[src/rtl/tl_ul_host_pkg.sv]
// Shared TileLink-UL constants, host FSM state encoding and the natural byte-mask helper.
package tl_ul_host_pkg;

    localparam logic [2:0] TL_A_MSG_PUT_FULL    = 3'd0;
    localparam logic [2:0] TL_A_MSG_PUT_PARTIAL = 3'd1;
    localparam logic [2:0] TL_A_MSG_GET         = 3'd4;
    localparam logic [2:0] TL_D_MSG_ACK         = 3'd0;
    localparam logic [2:0] TL_D_MSG_ACK_DATA    = 3'd1;

    localparam logic [1:0] ST_IDLE   = 2'd0;
    localparam logic [1:0] ST_A_SEND = 2'd1;
    localparam logic [1:0] ST_D_WAIT = 2'd2;
    localparam logic [1:0] ST_RSP    = 2'd3;

    // Byte lanes covered by an access of 2^size bytes at the given low address bits.
    function automatic logic [3:0] natural_mask(input logic [1:0] size, input logic [1:0] addr_lo);
        case (size)
            2'd0:    natural_mask = 4'b0001 << addr_lo;
            2'd1:    natural_mask = addr_lo[1] ? 4'b1100 : 4'b0011;
            default: natural_mask = 4'b1111;
        endcase
    endfunction

endpackage

[src/rtl/tl_ul_host_mask.sv]
// Combinational request legality check: natural mask, alignment and write-mask subset test.
module tl_ul_host_mask
    import tl_ul_host_pkg::*;
(
    input  logic [1:0] size,
    input  logic [1:0] addr_lo,
    input  logic       we,
    input  logic [3:0] req_mask,
    output logic [3:0] nat_mask,
    output logic       legal,
    output logic       full
);

    logic aligned;

    always_comb begin
        nat_mask = natural_mask(size, addr_lo);
        case (size)
            2'd0:    aligned = 1'b1;
            2'd1:    aligned = ~addr_lo[0];
            2'd2:    aligned = (addr_lo == 2'b00);
            default: aligned = 1'b0;
        endcase
        legal = aligned && (!we || ((req_mask & ~nat_mask) == 4'b0000));
        full  = (req_mask == nat_mask);
    end

endmodule

[src/rtl/tl_ul_host.sv]
// Single-outstanding TileLink-UL host: CPU request -> one-beat A message -> D result -> CPU response.
// Optional D-wait watchdog enabled by defining TL_HOST_TIMEOUT_EN.
module tl_ul_host
    import tl_ul_host_pkg::*;
#(
    parameter int   ADDR_WIDTH     = 25,
    parameter logic SOURCE_ID      = 1'b0,
    parameter int   TIMEOUT_CYCLES = 1024
) (
    input  logic                  clk,
    input  logic                  rst,
    input  logic                  host_i_req_valid,
    output logic                  host_o_req_ready,
    input  logic                  host_i_req_we,
    input  logic [ADDR_WIDTH-1:0] host_i_req_addr,
    input  logic [1:0]            host_i_req_size,
    input  logic [3:0]            host_i_req_mask,
    input  logic [31:0]           host_i_req_wdata,
    output logic                  host_o_rsp_valid,
    input  logic                  host_i_rsp_ready,
    output logic [31:0]           host_o_rsp_rdata,
    output logic                  host_o_rsp_err,
    output logic [2:0]            host_o_tl_a_opcode,
    output logic [2:0]            host_o_tl_a_param,
    output logic [3:0]            host_o_tl_a_size,
    output logic                  host_o_tl_a_source,
    output logic [ADDR_WIDTH-1:0] host_o_tl_a_address,
    output logic [3:0]            host_o_tl_a_mask,
    output logic [31:0]           host_o_tl_a_data,
    output logic                  host_o_tl_a_corrupt,
    output logic                  host_o_tl_a_valid,
    input  logic                  host_i_tl_a_ready,
    input  logic [2:0]            host_i_tl_d_opcode,
    input  logic [1:0]            host_i_tl_d_param,
    input  logic [3:0]            host_i_tl_d_size,
    input  logic                  host_i_tl_d_source,
    input  logic                  host_i_tl_d_sink,
    input  logic                  host_i_tl_d_denied,
    input  logic [31:0]           host_i_tl_d_data,
    input  logic                  host_i_tl_d_corrupt,
    input  logic                  host_i_tl_d_valid,
    output logic                  host_o_tl_d_ready,
    output logic [1:0]            dbg_state
);

    // Every port pair moves data exactly on a clock edge where valid and ready are both high;
    // a valid side keeps its payload unchanged until that edge, and ready never depends on valid.

    logic [1:0] state;
    logic       is_read;
    logic [3:0] nat_mask;
    logic       req_legal;
    logic       req_full;
    logic [2:0] d_exp_opcode;
    logic       d_err;
    logic       unused_d;

    assign dbg_state = state;
    assign unused_d  = ^{host_i_tl_d_param, host_i_tl_d_sink};

    tl_ul_host_mask u_mask (
        .size     (host_i_req_size),
        .addr_lo  (host_i_req_addr[1:0]),
        .we       (host_i_req_we),
        .req_mask (host_i_req_mask),
        .nat_mask (nat_mask),
        .legal    (req_legal),
        .full     (req_full)
    );

    always_comb begin
        d_exp_opcode = is_read ? TL_D_MSG_ACK_DATA : TL_D_MSG_ACK;
        d_err = host_i_tl_d_denied
              | (host_i_tl_d_opcode != d_exp_opcode)
              | (host_i_tl_d_source != SOURCE_ID)
              | (host_i_tl_d_size != host_o_tl_a_size)
              | (is_read & host_i_tl_d_corrupt);
    end

`ifdef TL_HOST_TIMEOUT_EN
    logic [31:0] to_cnt;
`else
    localparam int unused_timeout = TIMEOUT_CYCLES;
`endif

    always_ff @(posedge clk) begin
        if (rst) begin
            state               <= ST_IDLE;
            is_read             <= 1'b0;
            host_o_req_ready    <= 1'b0;
            host_o_rsp_valid    <= 1'b0;
            host_o_rsp_rdata    <= 32'h0;
            host_o_rsp_err      <= 1'b0;
            host_o_tl_a_opcode  <= 3'h0;
            host_o_tl_a_param   <= 3'h0;
            host_o_tl_a_size    <= 4'h0;
            host_o_tl_a_source  <= 1'b0;
            host_o_tl_a_address <= '0;
            host_o_tl_a_mask    <= 4'h0;
            host_o_tl_a_data    <= 32'h0;
            host_o_tl_a_corrupt <= 1'b0;
            host_o_tl_a_valid   <= 1'b0;
            host_o_tl_d_ready   <= 1'b0;
`ifdef TL_HOST_TIMEOUT_EN
            to_cnt              <= 32'h0;
`endif
        end else begin
            case (state)
                ST_IDLE: begin
                    host_o_req_ready <= 1'b1;
                    if (host_i_req_valid && host_o_req_ready) begin
                        host_o_req_ready <= 1'b0;
                        is_read          <= ~host_i_req_we;
                        if (req_legal) begin
                            state               <= ST_A_SEND;
                            host_o_tl_a_valid   <= 1'b1;
                            host_o_tl_a_opcode  <= !host_i_req_we ? TL_A_MSG_GET :
                                                   (req_full ? TL_A_MSG_PUT_FULL : TL_A_MSG_PUT_PARTIAL);
                            host_o_tl_a_param   <= 3'h0;
                            host_o_tl_a_size    <= {2'b00, host_i_req_size};
                            host_o_tl_a_source  <= SOURCE_ID;
                            host_o_tl_a_address <= host_i_req_addr;
                            host_o_tl_a_mask    <= host_i_req_we ? host_i_req_mask : nat_mask;
                            host_o_tl_a_data    <= host_i_req_we ? host_i_req_wdata : 32'h0;
                            host_o_tl_a_corrupt <= 1'b0;
                        end else begin
                            // Illegal requests short-circuit to an error response with no bus traffic.
                            state            <= ST_RSP;
                            host_o_rsp_valid <= 1'b1;
                            host_o_rsp_err   <= 1'b1;
                            host_o_rsp_rdata <= 32'h0;
                        end
                    end
                end
                ST_A_SEND: begin
                    if (host_o_tl_a_valid && host_i_tl_a_ready) begin
                        state             <= ST_D_WAIT;
                        host_o_tl_a_valid <= 1'b0;
                        host_o_tl_d_ready <= 1'b1;
`ifdef TL_HOST_TIMEOUT_EN
                        to_cnt            <= 32'h0;
`endif
                    end
                end
                ST_D_WAIT: begin
                    if (host_i_tl_d_valid && host_o_tl_d_ready) begin
                        state             <= ST_RSP;
                        host_o_tl_d_ready <= 1'b0;
                        host_o_rsp_valid  <= 1'b1;
                        host_o_rsp_err    <= d_err;
                        host_o_rsp_rdata  <= (is_read && !d_err) ? host_i_tl_d_data : 32'h0;
                    end
`ifdef TL_HOST_TIMEOUT_EN
                    else if (to_cnt == 32'(TIMEOUT_CYCLES - 1)) begin
                        state             <= ST_RSP;
                        host_o_tl_d_ready <= 1'b0;
                        host_o_rsp_valid  <= 1'b1;
                        host_o_rsp_err    <= 1'b1;
                        host_o_rsp_rdata  <= 32'h0;
                    end else begin
                        to_cnt <= to_cnt + 32'h1;
                    end
`endif
                end
                ST_RSP: begin
                    if (host_i_rsp_ready) begin
                        state            <= ST_IDLE;
                        host_o_rsp_valid <= 1'b0;
                        host_o_rsp_err   <= 1'b0;
                        host_o_rsp_rdata <= 32'h0;
                        host_o_req_ready <= 1'b1;
                    end
                end
                default: state <= ST_IDLE;
            endcase
        end
    end

endmodule

[config.mk]
export PLATFORM = sky130hd
export DESIGN_NAME = tl_ul_host
export DESIGN_NICKNAME = d
export VERILOG_FILES = /design/src/rtl/tl_ul_host_pkg.sv /design/src/rtl/tl_ul_host_mask.sv /design/src/rtl/tl_ul_host.sv
export SDC_FILE = /design/constraint.sdc
export NUM_CORES = 1
export LEC_CHECK = 0
export CORE_MARGIN = 4
export CORE_UTILIZATION = 40
export DETAILED_ROUTE_END_ITERATION = 8
export MAX_ROUTING_LAYER = met4
export PLACE_DENSITY = 0.81
export REMOVE_ABC_BUFFERS = 1
export SYNTH_ARGS = -nofsm -noshare
export SYNTH_HDL_FRONTEND = slang
export SYNTH_SLANG_ARGS = --single-unit
export TNS_END_PERCENT = 30
[constraint.sdc]
create_clock -name clk -period 3.6 [get_ports clk]
set_clock_uncertainty 0.1 [all_clocks]
set_input_delay 0.72 -clock clk [delete_from_list [all_inputs] [get_ports clk]]
set_output_delay 0.72 -clock clk [all_outputs]
set_load 0.01 [all_outputs]
==> metrics.txt <==
# TYPE chip_impl_metric gauge
chip_impl_info{name="outcome",value="finished, final reports clean"} 1
chip_impl_metric{name="post-route-drc-count",unit=""} 0
chip_impl_metric{name="clkPwrFrac",unit=""} 0.279
chip_impl_metric{name="post_route_cells_drive_above_1_share",unit=""} 0.0472
chip_impl_metric{name="routed-via-count",unit=""} 4366
chip_impl_metric{name="syn-mean-instance-area",unit="um2"} 8.45
chip_impl_metric{name="cts.reportedPaths.clkPinSlew",unit="ns"} 0.10
chip_impl_metric{name="finalNonFillerCells",unit=""} 856
chip_impl_metric{name="routed_wire_length_per_instance",unit="um"} 15.7
chip_impl_metric{name="internal_power",unit="W"} 0.00197
chip_impl_metric{name="clock_latency_at_the_later_pin_of_the_worst_skew_pair",unit="ns"} 0.36
chip_impl_info{name="r2r-start",value="dbg_state[0]"} 1
chip_impl_metric{name="syn2layout_area_growth",unit="%"} 55.0
chip_impl_metric{name="drt-pass1-iter-count",unit=""} 4
chip_impl_metric{name="async_reset_ff_frac",unit=""} 0
chip_impl_metric{name="transition_at_the_pin_with_the_smallest_max_transition_slack",unit="ns"} 0.975
chip_impl_info{name="yosys.area.top_type",value="dfxtp_1"} 1
chip_impl_metric{name="viasPerCell",unit=""} 5.10
chip_impl_metric{name="synth_cell_types",unit=""} 43
chip_impl_metric{name="synthesis.area",unit="um2"} 4390
chip_impl_info{name="post_synth_main_area_contributors",value="dfxtp_1 (48%), nand2_1 (11%), a21oi_1 (8.1%)"} 1
chip_impl_metric{name="timing.critical_path.fanout_max",unit=""} 56
chip_impl_metric{name="hold-worst-slack",unit="ns"} 0.357
chip_impl_metric{name="placedInstanceArea",unit="um2"} 6590
chip_impl_metric{name="sequential_share_of_the_synthesized_area",unit=""} 0.479
chip_impl_metric{name="routabilityCongestion",unit=""} 0.889
chip_impl_metric{name="antenna_cells",unit=""} 0
chip_impl_metric{name="finalCritPeriodShare",unit=""} 0.849
chip_impl_metric{name="drt_iter0_markers",unit=""} 349
chip_impl_info{name="dominantRegCellSynth",value="dfxtp_1"} 1
chip_impl_metric{name="synth-edff-count",unit=""} 0
chip_impl_metric{name="power.share.combinational",unit=""} 0.276
chip_impl_metric{name="die_h",unit="um"} 113
chip_impl_metric{name="place.detailed.instances",unit=""} 840
chip_impl_metric{name="synth-seq-cells",unit=""} 105
chip_impl_metric{name="crit_arrival",unit="ns"} 3.16
chip_impl_metric{name="cellPowerDensity",unit="nW/um2"} 419
chip_impl_metric{name="timing_max_transition_violations_final",unit=""} 0
chip_impl_metric{name="postSynthCellCount",unit=""} 520
chip_impl_metric{name="postCtsHoldBufs",unit=""} 0
chip_impl_metric{name="whs_path_depth",unit=""} 2
chip_impl_info{name="worstHoldPathType",value="reg -> reg"} 1
chip_impl_metric{name="finalHoldViolCount",unit=""} 0
chip_impl_metric{name="grt_first_pass_wirelength",unit="um"} 21500
chip_impl_info{name="post-synth-top-count-cell",value="nand2_1"} 1
chip_impl_metric{name="layout.core_utilization",unit=""} 0.648
chip_impl_info{name="cts_tree",value="done"} 1
chip_impl_metric{name="max_freq",unit="GHz"} 0.327
chip_impl_metric{name="core",unit="um2"} 10500
chip_impl_info{name="synthTopCellsByCount",value="nand2_1 (127), dfxtp_1 (105), a21oi_1 (71), nand3_1 (66), mux2i_1 (33)"} 1
chip_impl_metric{name="floorplan.initialDensity",unit=""} 0.418
chip_impl_metric{name="placement.io_buffers",unit=""} 215
chip_impl_metric{name="num_rows",unit=""} 37
chip_impl_metric{name="ctsLongestPathBuffers",unit=""} 2
chip_impl_metric{name="vdd.ir_drop.worst",unit="V"} 0.000309
chip_impl_metric{name="first_global_vias",unit=""} 4337
chip_impl_info{name="clock-root-buffer",value="clkbuf_8"} 1
chip_impl_info{name="startpoint_type",value="input pin"} 1
chip_impl_metric{name="cts_buffers",unit=""} 9
chip_impl_metric{name="final.min_clock_period",unit="ns"} 3.06
chip_impl_metric{name="cts_num_sinks",unit=""} 105
chip_impl_info{name="timing.critical_path.to_type",value="flop"} 1
chip_impl_metric{name="synth_largest_type_area_fraction",unit=""} 0.479
chip_impl_metric{name="design.final.nets",unit=""} 839
chip_impl_metric{name="count_of_final_setup_violators",unit=""} 0
chip_impl_info{name="timing.setup.critical_path_class",value="in -> reg"} 1
chip_impl_metric{name="timing.reg2reg.worst_path_depth",unit=""} 6
chip_impl_info{name="timing.hold.worst.start",value="host_o_tl_a_data[0]"} 1
chip_impl_metric{name="share_seq_of_total_power",unit=""} 0.445
chip_impl_metric{name="floorplan.die_area",unit="um2"} 12700
chip_impl_metric{name="maxCapViolCount",unit=""} 0
chip_impl_metric{name="worstPathRequired",unit="ns"} 3.71
chip_impl_metric{name="overflow",unit=""} 0
chip_impl_metric{name="grt_start_max_net_pins",unit=""} 72
chip_impl_info{name="rsz0062_at_grt",value="false"} 1
chip_impl_metric{name="cts_htree_levels",unit=""} 3
chip_impl_metric{name="yosys_warnings",unit=""} 0
chip_impl_metric{name="relSlewSlack",unit=""} 0.333
chip_impl_metric{name="net-switching-power",unit="W"} 0.000877
chip_impl_metric{name="groute.usage.overall",unit=""} 0.210
chip_impl_metric{name="placed_wire_length_estimate_after_detailed_placement",unit="um"} 9920
chip_impl_metric{name="drt-total-wl",unit="um"} 13400
chip_impl_metric{name="antenna_found_initial",unit=""} 0
chip_impl_metric{name="netSwitchingFraction",unit=""} 0.308
chip_impl_metric{name="final_antenna_net_count",unit=""} 0
chip_impl_metric{name="post-cts-setup-buffers",unit=""} 0
chip_impl_info{name="worstSetupStartpoint",value="host_i_req_addr[0]"} 1
chip_impl_metric{name="design.portCount",unit=""} 227
chip_impl_metric{name="cts_resized",unit=""} 0
chip_impl_metric{name="floorplan.die.width",unit="um"} 113
chip_impl_metric{name="finalInstanceArea",unit="um2"} 6810
chip_impl_metric{name="leakage",unit="nW"} 2.47
## logic make-up (layout without fill, tap and decap cells)
kind of cell / Yosys count / after routing / synth area share
AND/OR/NAND/NOR: 223 / 223 / 0.224
multiplexers: 33 / 33 / 0.0752
other: 1 / 8 / 0.000854
flip-flops: 105 / 105 / 0.479
AO/OA/AOI/OAI: 94 / 94 / 0.125
buffers and inverters: 53 / 246 / 0.0672
adder cells (fa/ha/maj): 9 / 9 / 0.0256
XOR/XNOR: 2 / 2 / 0.00399
## metrics by stage
step | total power (W) | TNS [ns] | worst slack [ns]
finish | 0.00285 | 0 | 0.544
global route | 0.00299 | 0 | 0.340
CTS | 0.00288 | 0 | 0.595
detailed placement | 0.00208 | 0 | 0.211
global placement | 0.00206 | 0 | 0.261
floorplan | 0.00170 | -6.54 | -0.256
## cell type report
type	instances	area (um2)
fillers	881	3700
repair buffers	225	2260
flip-flops and latches	105	2100
multi-input cells	369	2040
well taps	136	170
clock buffers	9	124
clock inverters	7	95.1
inverters	5	18.8
## sequential cells by signal, summed over array words and instances, names as in the netlist, 2 cells and up
register	flops
host_o_tl_a_address	25
host_o_tl_a_opcode	2
host_o_tl_a_size	2
host_o_tl_a_mask	4
dbg_state	2
host_o_rsp_rdata	32
host_o_tl_a_data	32
## power by group through the flow
stage          clock network [W]  registers [W]  logic (W)
6_report                0.000795        0.00127   0.000786
4_1_cts                 0.000821        0.00127   0.000790
5_1_grt                 0.000868        0.00128   0.000844
3_5_place_dp                   0        0.00129   0.000786
2_1_floorplan                  0        0.00132   0.000384
3_3_place_gp                   0        0.00129   0.000766
## per-layer routing
layer  global-route usage  routed length, um  up-vias
li1                     -                  -     2140
met1                0.260               5890     2023
met2                0.331               6180      182
met3               0.0615               1090       21
met4               0.0633                266        0
met5                    -                  0        -
## layout by cell type (no fill, tap or decap), types with 3 or more instances in the layout
cell type        count
a21boi_0             3
a21oi_1             71
buf_12               3
buf_4                7
clkbuf_8             9
clkdlybuf4s50_1    214
conb_1               8
dfxtp_1            105
ha_1                 9
inv_1                4
mux2i_1             33
nand2_1            126
nand2b_1             3
nand3_1             66
nor2_1              15
## worst max-delay path, stage by stage
cell and delay (ns):
clkdlybuf4s50_1 0.57, nor2_1 0.07, nor2_1 0.12, nor2_1 0.06, ha_1 0.19, o41ai_2 0.48, o211ai_1 0.31, buf_4 0.38
nand2_1 0.16, a21oi_1 0.07
## worst paths after layout
| path | endpoint | slack (ns) |
|---|---|---|
| setup / recovery | host_o_tl_a_data[3] | 0.54 |
| hold / removal | host_o_tl_a_data[0] | 0.36 |
| setup reg to reg | dbg_state[1] | 1.13 |
| hold reg to reg | host_o_tl_a_data[0] | 0.36 |
No activity file was read; power rests on OpenSTA's default activity.
